<file path="src/rtl/lfsr_pkg.sv">
`default_nettype none
// ============================================================================
// Module   : lfsr_pkg
// Brief    : Shared mode encodings, FSM state type and helpers for lfsr_engine.
// Revision : 1.0 - initial release
// ============================================================================
package lfsr_pkg;

    localparam logic [1:0] MODE_HOLD    = 2'b00;
    localparam logic [1:0] MODE_FIB_FWD = 2'b01;
    localparam logic [1:0] MODE_GAL_FWD = 2'b10;
    localparam logic [1:0] MODE_FIB_REV = 2'b11;

    typedef enum logic [1:0] {
        ST_IDLE  = 2'd0,
        ST_RUN   = 2'd1,
        ST_BURST = 2'd2
    } state_t;

    // HOLD advances leave the register untouched and are not counted as steps.
    function automatic logic is_stepping_mode(input logic [1:0] mode);
        return (mode != MODE_HOLD);
    endfunction

endpackage
`default_nettype wire

</file>
<file path="src/rtl/lfsr_engine_next.sv">
`default_nettype none
// ============================================================================
// Module   : lfsr_next
// Brief    : Combinational next-state function for Fibonacci/Galois LFSR modes.
// Revision : 1.0 - initial release
// ============================================================================
module lfsr_next
    import lfsr_pkg::*;
#(
    parameter int               WIDTH = 8,
    parameter logic [WIDTH-1:0] TAPS  = 8'hB8,
    parameter logic [WIDTH-1:0] POLY  = 8'h1D
) (
    input  logic [WIDTH-1:0] lfsr,
    input  logic [1:0]       mod,
    output logic [WIDTH-1:0] next_lfsr
);

    logic             w_fib_fb;
    logic             w_rev_fb;
    logic [WIDTH-1:0] w_gal_mask;

    assign w_fib_fb   = ^(lfsr & TAPS);
    // Recovers the bit shifted out by the forward step; relies on TAPS[WIDTH-1]=1.
    assign w_rev_fb   = lfsr[0] ^ (^(lfsr[WIDTH-1:1] & TAPS[WIDTH-2:0]));
    assign w_gal_mask = lfsr[WIDTH-1] ? POLY : '0;

    always_comb begin
        next_lfsr = lfsr;
        case (mod)
            MODE_FIB_FWD: next_lfsr = {lfsr[WIDTH-2:0], w_fib_fb};
            MODE_GAL_FWD: next_lfsr = {lfsr[WIDTH-2:0], 1'b0} ^ w_gal_mask;
            MODE_FIB_REV: next_lfsr = {w_rev_fb, lfsr[WIDTH-1:1]};
            default:      next_lfsr = lfsr;
        endcase
    end

endmodule
`default_nettype wire

</file>
<file path="src/rtl/lfsr_engine.sv">
`default_nettype none
// ============================================================================
// Module   : lfsr_engine
// Brief    : Configurable LFSR with run/step/burst control and period measure.
//            Optional zero-state recovery enabled by macro LFSR_LOCKUP_EN.
// Revision : 1.0 - initial release
// ============================================================================
module lfsr_engine
    import lfsr_pkg::*;
#(
    parameter int               WIDTH = 8,
    parameter logic [WIDTH-1:0] TAPS  = 8'hB8,
    parameter logic [WIDTH-1:0] POLY  = 8'h1D,
    parameter logic [WIDTH-1:0] SEED  = 8'h01
) (
    input  logic             clk,
    input  logic             reset,
    input  logic [1:0]       mod,
    input  logic             en,
    input  logic             step,
    input  logic             start,
    input  logic [WIDTH-1:0] burst_len,
    input  logic             seed_load,
    input  logic [WIDTH-1:0] seed_in,
    output logic [WIDTH-1:0] lfsr,
    output logic             bit_out,
    output logic             busy,
    output logic             done,
    output logic             wrap,
    output logic [WIDTH:0]   period,
    output logic             lockup
);

    localparam logic [WIDTH:0] c_cnt_max = '1;
    localparam logic [WIDTH:0] c_cnt_one = (WIDTH+1)'(1);

    state_t           r_state;
    state_t           w_state_next;
    logic [WIDTH-1:0] r_lfsr;
    logic [WIDTH-1:0] r_ref_seed;
    logic [WIDTH:0]   r_step_cnt;
    logic [WIDTH:0]   r_period;
    logic [WIDTH-1:0] r_remaining;
    logic [WIDTH-1:0] w_rem_next;
    logic             r_done;
    logic             r_wrap;
    logic             w_done_next;
    logic             w_adv;
    logic             w_step_taken;
    logic             w_burst_go;
    logic             w_burst_zero;
    logic             w_lockup_force;
    logic [WIDTH-1:0] w_next;
    logic [WIDTH:0]   w_cnt_inc;

    lfsr_next #(
        .WIDTH (WIDTH),
        .TAPS  (TAPS),
        .POLY  (POLY)
    ) u_next (
        .lfsr      (r_lfsr),
        .mod       (mod),
        .next_lfsr (w_next)
    );

    assign w_burst_go   = start && (burst_len != '0);
    assign w_burst_zero = start && (burst_len == '0);

    always_ff @(posedge clk) begin
        if (reset) begin
            r_state <= ST_IDLE;
        end else begin
            r_state <= w_state_next;
        end
    end

    // seed_load overrides every transition and aborts a burst without done.
    always_comb begin
        w_state_next = r_state;
        w_adv        = 1'b0;
        w_rem_next   = r_remaining;
        w_done_next  = 1'b0;
        if (seed_load) begin
            if (r_state == ST_BURST) begin
                w_state_next = ST_IDLE;
            end
        end else begin
            case (r_state)
                ST_IDLE: begin
                    w_adv = step;
                    if (w_burst_go) begin
                        w_state_next = ST_BURST;
                        w_rem_next   = burst_len;
                    end else begin
                        w_done_next = w_burst_zero;
                        if (en) begin
                            w_state_next = ST_RUN;
                        end
                    end
                end
                ST_RUN: begin
                    w_adv = 1'b1;
                    if (w_burst_go) begin
                        w_state_next = ST_BURST;
                        w_rem_next   = burst_len;
                    end else begin
                        w_done_next = w_burst_zero;
                        if (!en) begin
                            w_state_next = ST_IDLE;
                        end
                    end
                end
                ST_BURST: begin
                    w_adv      = 1'b1;
                    w_rem_next = r_remaining - WIDTH'(1);
                    if (r_remaining <= WIDTH'(1)) begin
                        w_state_next = ST_IDLE;
                        w_done_next  = 1'b1;
                        w_rem_next   = '0;
                    end
                end
                default: begin
                    w_state_next = ST_IDLE;
                end
            endcase
        end
    end

`ifdef LFSR_LOCKUP_EN
    logic r_lockup;

    assign w_lockup_force = (r_lfsr == '0) && !seed_load;

    always_ff @(posedge clk) begin
        if (reset || seed_load) begin
            r_lockup <= 1'b0;
        end else if (w_lockup_force) begin
            r_lockup <= 1'b1;
        end
    end

    assign lockup = r_lockup;
`else
    assign w_lockup_force = 1'b0;
    assign lockup         = 1'b0;
`endif

    assign w_step_taken = w_adv && is_stepping_mode(mod);
    assign w_cnt_inc    = (r_step_cnt == c_cnt_max) ? r_step_cnt : r_step_cnt + c_cnt_one;

    always_ff @(posedge clk) begin
        if (reset) begin
            r_lfsr      <= SEED;
            r_ref_seed  <= SEED;
            r_step_cnt  <= '0;
            r_period    <= '0;
            r_remaining <= '0;
            r_done      <= 1'b0;
            r_wrap      <= 1'b0;
        end else begin
            r_done      <= w_done_next;
            r_wrap      <= 1'b0;
            r_remaining <= w_rem_next;
            if (seed_load) begin
                r_lfsr     <= seed_in;
                r_ref_seed <= seed_in;
                r_step_cnt <= '0;
            end else if (w_lockup_force) begin
                r_lfsr <= SEED;
            end else if (w_step_taken) begin
                r_lfsr <= w_next;
                if (w_next == r_ref_seed) begin
                    r_wrap     <= 1'b1;
                    r_period   <= w_cnt_inc;
                    r_step_cnt <= '0;
                end else begin
                    r_step_cnt <= w_cnt_inc;
                end
            end
        end
    end

    assign lfsr    = r_lfsr;
    assign bit_out = r_lfsr[WIDTH-1];
    assign busy    = (r_state == ST_BURST);
    assign done    = r_done;
    assign wrap    = r_wrap;
    assign period  = r_period;

endmodule
`default_nettype wire

</file>
<file path="config.mk">
export PLATFORM = sky130hd
export DESIGN_NAME = lfsr_engine
export DESIGN_NICKNAME = d
export VERILOG_FILES = /design/src/rtl/lfsr_pkg.sv /design/src/rtl/lfsr_engine_next.sv /design/src/rtl/lfsr_engine.sv
export SDC_FILE = /design/constraint.sdc
export NUM_CORES = 1
export LEC_CHECK = 0
export CAP_MARGIN = 20
export CORE_MARGIN = 1
export CORE_UTILIZATION = 54
export DETAILED_ROUTE_END_ITERATION = 7
export PLACE_DENSITY = 0.89
export SLEW_MARGIN = 40
export SYNTH_ARGS = -nofsm -noshare
export SYNTH_HDL_FRONTEND = slang
export SYNTH_SLANG_ARGS = --single-unit
</file>
<file path="constraint.sdc">
create_clock -name clk -period 3.2 [get_ports clk]
set_input_delay 0.64 -clock clk [delete_from_list [all_inputs] [get_ports clk]]
set_output_delay 0.64 -clock clk [all_outputs]
set_load 0.02 [all_outputs]
</file>
# Yosys cells after proc, flatten, opt, wreduce, memory -nomap -nowiden
# Index checks and enable logic that the tools add are counted.
# totals
elab_cells	68
inputBits	24
ff_bits	46
output_inout_bits	22
# classes
order_cmp	1
bitwise_logic	4
eq_ne	12
reduce_logical	18
muxes	23
addsub	2
# ops
cell	n
$mux W8	4
$pmux W8 S3	1
$mux W9	2
$pmux W8 S2	1
$mux W2	7
$add A9 B1 Y9 const B	1
$eq A9 B9 Y1 const B	1
$eq A8 B8 Y1	1
$le A8 B1 Y1 const B	1
$logic_not A8 Y1	1
$ne A4 B4 Y1 const B	2
$reduce_bool A8 Y1	1
$reduce_xor A8 Y1	1
$sub A8 B1 Y8 const B	1
$xor A8 B8 Y8	1
$reduce_xor A7 Y1	1
$eq A2 B2 Y1 const B	3
$pmux W2 S3	1
$reduce_and A3 Y1	2
$reduce_bool A2 Y1	3
$reduce_or A2 Y1	3
$mux W5	1
$eq A2 B1 Y1 const B	2
$mux W1	4
other kinds (9)	14

# Longest topological paths before layout
# logic_depth
ltp_word	7
mapped_depth	10
mapped_depth_nobuf	9

# Hierarchy
# Synthesis repeated with hierarchy kept, for this count alone.
# hier_totals
cells_unflattened	340
hier_area_um2	2760.1
# by_module_without_submodules
mod	seq_area_each_um2	area_each_um2	instances	cells_each
lfsr_engine	920.9	2447.3	1	309
lfsr_next	0.0	312.8	1	31

# Worst setup path before layout
# Ideal clock, no wire load.
# synth_timing
kind	input to register
start	in mod[1]
end	reg r_period[8], in the netlist period[8]
n_path_buf	3
arrival_time_ns	2.406
stages	10
required_time_ns	3.063
setup_ns	0.137
slack_ns	0.657
path_cell_list	buf_6 -> buf_6 -> and3_1 -> a2111oi_0 -> o22ai_1 -> nor4_1 -> nand4_1 -> buf_2 -> nor4_1 -> nor3_1
# synth_between
elab_chain_cells	4
word_cells_on_any_way	8
classes_between	eq/ne (4); mux (1); reduce/logical (3)
# synth_lines
item	line_no	source
start, declared	lfsr_engine.sv:18	input logic [1:0] mod,
$eq A2 B2 Y1 or $eq A2 B1 Y1 (tied branches)	lfsr_engine_next.sv:30	case (mod)
$pmux W8 S3	lfsr_engine_next.sv:30	
$eq A8 B8 Y1	lfsr_engine.sv:172	if (w_next == r_ref_seed) begin
$reduce_and A3 Y1 (no line) *	n/a	
end signal, assigned	lfsr_engine.sv:174	r_period <= w_cnt_inc;
end, declared	lfsr_engine.sv:42	logic [WIDTH:0] r_period;
# Every way passes the cells marked *; elsewhere a longest branch is shown, timed or not.
# A chain may end at the register's enable or synchronous reset.

# Worst setup path in the final report
# layout_timing
start	in mod[0]
end	reg r_period[6], in the netlist period[6]
# Same word-level chain as after synthesis.

==> metrics.cfg <==
[global_routing]
grt_pass1_vias=2611
antenna_found_initial=0
grt_start_max_net_pins=30
grt_pass1_wl_mm=11.86
gr-total-overflow=0
grtUsageTotal=0.2802

[synth]
syn_avg_cell_area_sq_um=7.934
synth_edf_count=0
synth_top_family_by_area=simple AND/OR/NAND/NOR gates
syn-num-nets=383
synth_compound_area_frac=0.2504
synth-simple-area-share=0.2616
synthTopCellsByArea=dfxtp_1, a21oi_1, nor2_1
synth-main-ff-cell=dfxtp_1
yosys.cell_types.count=54
synth-xor-area-share=0.05018
postSynth.asyncResetShare=0
syn_inst=352
synth.mux.area_fraction=0.01434
synth_top_area_frac=0.3297
synth_area_leader_cell=dfxtp_1
synth_fa_ha_area_frac=0.03136
ys_seq_area_frac=0.3297
synth_seq_cells=46
synth_area_sq_um=2793
yosysWarnings=0

[sta]
rsz0062_at_grt=false
relSlewSlack=0.6190
finalCriticalPeriod_ps=3068
fmax_mhz=326.0
tightest_slew_ps=569.4
finalCritPeriodShare=0.9586
drv_slew=0
hold_ws_ps=501.7
setup_viol=0
hold_violations=0
skew_ps=8.693

[die]
core_sq_um=4848
top_level_ports=46
die_y_um=73.92
start_util=0.5760
die_w_um=73.92
std_cell_rows=25
die_area_sq_um=5463

[pwr]
pwr_density_cell_nw_per_um2=392.6
ir_worst_vdd_mv=0.3854
power.leakage_nw=1.267

[place]
gp_congestion=0.8989
hpwl_mm=5.178
place_area_sq_um=3351
port_buffers=44

[cts]
postCtsResizedCells=0
cts_tree=yes
postCtsSetupBuffers=0
clockBufferDepth=2
htreeDepth=2
holdBufCountCts=0
clock_sink_count=46
root_buffer=clkbuf_8
clkTransAtPathRegs_ps=90
cts_made_buffers=5
clk_latency_ps=300

[route]
wl_mm=7.170
viasPerCell=6.137
drc=0
first_pass_iters=5
drt_iter0_markers=215
vias=2860
wl_per_cell_um=15.39
drtAntennaViolNets=0

[setup_path]
crit_fanout=23
setup.worst_path.class=primary input to flip-flop
crit_arrival_ps=3220
crit_path_end_kind=flip-flop
start_kind=primary input
required_ps=3350

[layout]
diodes=0
syn2layout_area_growth_pct=24.78
nets=429
drive_above_1_share=0.1053
stdcell_area_sq_um=3485

[run]
max_cap_viol_count=0

[worst_hold_path]
holdCritPathClass=flip-flop to flip-flop

[outcome]
status=finished clean

## Yosys cell counts, types with 4 or more instances
cell type  count
mux2i_1        4
ha_1           7
or3_1          6
nor2_1        32
nand4_1        5
a211oi_1       5
buf_4          4
nor3_1        18
a21oi_1       45
nand2_1       21
nand3_1        6
o21ai_0       16
nor4_1         9
xor2_1         6
dfxtp_1       46
o211ai_1       4
buf_2          4
nand2b_1       8
clkbuf_1      15
inv_1         11
a22oi_1        9
and3_1         7
xnor2_1       10
## cell usage in the layout, fill, tap and decap left out, types with 8 or more instances in the layout
cell type / Yosys / final
clkbuf_8: 0 / 8
nor3_1: 18 / 18
a22oi_1: 9 / 9
buf_4: 4 / 19
dfxtp_1: 46 / 46
nand2_1: 21 / 21
a21oi_1: 45 / 45
o21ai_0: 16 / 16
nand2b_1: 8 / 8
clkdlybuf4s50_1: 0 / 44
nor2_1: 32 / 31
inv_1: 11 / 11
xnor2_1: 10 / 10
## registers in the layout, summed over array words and instances (netlist names)
| name | cells |
|---|---|
| r_remaining | 8 |
| wrap | 1 |
| period | 9 |
| r_step_cnt | 9 |
| done | 1 |
| r_state | 2 |
| lfsr | 8 |
| r_ref_seed | 8 |
## cell families after synthesis
kind of cell | after synthesis
multiplexers | 4
XOR/XNOR | 16
AND/OR/NAND/NOR | 135
AO/OA/AOI/OAI | 107
buffers and inverters | 36
adder cells (fa/ha/maj) | 7
other | 1
flip-flops | 46
## power breakdown
group          total [mW]  internal (mW)  switching, mW  leakage (nW)
clock network       0.407          0.218          0.189        0.0575
logic               0.331          0.153          0.178         0.835
registers           0.630          0.595         0.0344         0.375
total                1.37          0.966          0.402          1.27
## layer usage
| layer | global-route usage | share of wire | vias to the layer above |
|---|---|---|---|
| met1 | 0.3785 | 0.46 | 1364 |
| met4 | 0.08333 | 0.0095 | 0 |
| met3 | 0.04664 | 0.056 | 8 |
| li1 | - | - | 1381 |
| met2 | 0.4586 | 0.47 | 107 |
| met5 | 0 | 0 | - |
## worst max-delay path, stage by stage
cell	delay [ps]
clkdlybuf4s50_1	450
buf_12	170
xor2_1	180
a2111oi_1	430
o22ai_1	170
nor4_2	390
nand4_1	230
buf_4	230
nor2_8	190
a311oi_2	140
## path summary, 6_finish.rpt
kind                      start             to  slack (ps)  cells after the start
setup / recovery         mod[0]      period[6]         130                     10
hold reg to reg   r_ref_seed[5]  r_ref_seed[5]         500                      2
hold / removal    r_ref_seed[5]  r_ref_seed[5]         500                      2
setup reg to reg        lfsr[7]      period[6]         690                      8
## final cells by class
cell class | count | area [sq um]
fill | 393 | 1364
tap | 67 | 83.83
sequential | 46 | 920.9
inverter | 11 | 41.29
timing repair buffer | 64 | 603.1
clock buffer | 8 | 110.1
multi-input combinational | 270 | 1725
## stage by stage
stage	std cells	total power, mW	setup WS, ps	setup TNS (ps)	util
2_1_floorplan	352	0.8427	656.9	0	-
3_3_place_gp	458	0.9523	25.88	0	0.6911
3_5_place_dp	458	0.9593	-204.0	-1579	0.6911
4_1_cts	466	1.360	115.9	0	0.7138
5_1_grt	466	1.436	1.993	0	0.7187
6_report	466	1.368	132.5	0	0.7187
Power figures use the tool's default switching activity.
==> patch (same flow settings) <==
Build with the macro `LFSR_LOCKUP_EN` defined.
--- a/src/rtl/lfsr_engine.sv
+++ b/src/rtl/lfsr_engine.sv
@@ -6,4 +6,6 @@
 // Revision : 1.0 - initial release
 // ============================================================================
+`define LFSR_LOCKUP_EN
+
 module lfsr_engine
     import lfsr_pkg::*;
Check against the original RTL: not equivalent (a bounded check fails within 4 cycles, from zero or initial values and one cycle with reset high).
==> patch against the original RTL <==
Hold slack worse by 17 ps. Total power up 2.6%. Area after synthesis up 1.7%. Die area up 1.7%. Clock power down 14%. Setup slack better by 190 ps. First-iteration DRC count up 22%. Sequential share of layout area up 0.96 points. Wire length down 5.2%. Sequential cell count up 1. Sequential power up 4.0%. Cell area down 1.4%. Register-to-register slack worse by 240 ps. Largest cell class unchanged. Highest routed layer unchanged.
==> patch: results (changes against the original RTL) <==
fraction of final layout cells sized beyond drive strength 1=9.23% (was 10.5%); first-pass iteration count of the detailed router=4 (was 5); number of vias per cell=5.98 (was 6.14); Hold Worst Slack=484 ps (was 502 ps); setup slack, reg-to-reg=450 ps (was 690 ps); sum of net half-perimeters after detailed placement=4840 µm (was 5180 µm); multi-input gates=264 (was 270); leakage power figure=1.32 nW (was 1.27 nW); PnR Total Power=1.40 mW (was 1.37 mW); Storage cell area=941 µm² (was 921 µm²); number of vias in the routed layout=2,749 (was 2,860); GR Util All Layers=26.3% (was 28.0%); clk_buf instances=5 (was 8); source of the worst register-to-register timing path=lfsr[4]$_SDFFE_PP0P_ (was lfsr[7]$_SDFFE_PP0P_); synthesized net count=382 (was 383); top fanout value on the critical path=16 (was 23); leading post-synthesis cells by instance count=47 x sky130_fd_sc_hd__dfxtp_1, 36 x sky130_fd_sc_hd__nor2_1, 31 x sky130_fd_sc_hd__nand2_1 (was 46 x sky130_fd_sc_hd__dfxtp_1, 45 x sky130_fd_sc_hd__a21oi_1, 32 x sky130_fd_sc_hd__nor2_1); gpl congestion=0.849 (was 0.899); power in sequential cells=0.655 mW (was 0.630 mW); net total in the final layout=422 (was 429); Buffers excl. clock=57 (was 64); inverter count=15 (was 11); Hold EP=r_step_cnt[6]$_SDFFE_PP0P_ (was r_ref_seed[5]$_SDFFE_PP0P_); run status=complete, no violations (unchanged); end of the worst register-to-register path=period[8]$_SDFFE_PP0P_ (was period[6]$_SDFFE_PP0P_); proportion of synthesized chip area in sequential cells=33.1% (was 33.0%); worst slew margin relative to its limit=60.1% (was 61.9%); total detailed-routing wirelength=6800 µm (was 7170 µm); global-route wire length before repair=11,400 µm (was 11,900 µm); Num Clock Sinks=47 (was 46); switching component of the power=0.454 mW (was 0.402 mW); power per unit of standard cell area=409 nW/µm² (was 393 nW/µm²); Slowest Stage Delay on Critical Path=480 ps (was 450 ps); 1st-iter DRT viols=263 (was 215); Register-to-Register Path Depth=9 (was 8)
patch: cell count changes after synthesis, moves of 5 or more:
cell,delta
sky130_fd_sc_hd__a211oi_1,+5
sky130_fd_sc_hd__nor3_1,-6
sky130_fd_sc_hd__mux2i_1,+6
sky130_fd_sc_hd__a21oi_1,-19
sky130_fd_sc_hd__nand3_1,+7
sky130_fd_sc_hd__xnor2_1,-5
sky130_fd_sc_hd__and3_1,-5
sky130_fd_sc_hd__nand2_1,+10
sky130_fd_sc_hd__nand2b_1,-5
sky130_fd_sc_hd__a22oi_1,-5
sky130_fd_sc_hd__a31o_2,+5
sky130_fd_sc_hd__or3_1,+6
patch: kinds of logic (layout without fill, tap and decap cells):
| family | Yosys count | in the layout | share of synthesized area [%] |
|---|---|---|---|
| AND/OR/NAND/NOR | 134 | 134 | 23.9 |
| AO/OA/AOI/OAI | 95 | 95 | 22.5 |
| flip-flops | 47 | 47 | 33.1 |
| buffers and inverters | 39 | 79 | 6.60 |
| XOR/XNOR | 15 | 15 | 5.68 |
| multiplexers | 12 | 12 | 4.71 |
| adder cells (fa/ha/maj) | 8 | 8 | 3.52 |
patch: how the worst max path moves through the flow:
| stage | to | slack, ps | startpoint |
|---|---|---|---|
| after floorplan | period[8]$_SDFFE_PP0P_ | 550 | lfsr[4]$_SDFFE_PP0P_ |
| after detailed placement | period[8]$_SDFFE_PP0P_ | 20 | mod[0] |
| final | period[8]$_SDFFE_PP0P_ | 330 | mod[0] |
| after global routing | period[8]$_SDFFE_PP0P_ | 190 | mod[0] |
| after CTS | period[8]$_SDFFE_PP0P_ | 340 | mod[0] |
| after global placement | period[8]$_SDFFE_PP0P_ | 110 | mod[1] |
patch: layer usage:
metal  GRT usage [%]  wire length (µm)
met1            36.3              3140
met2            41.4              3170
met3            4.07               371
met4            10.1               117
met5               0                 0
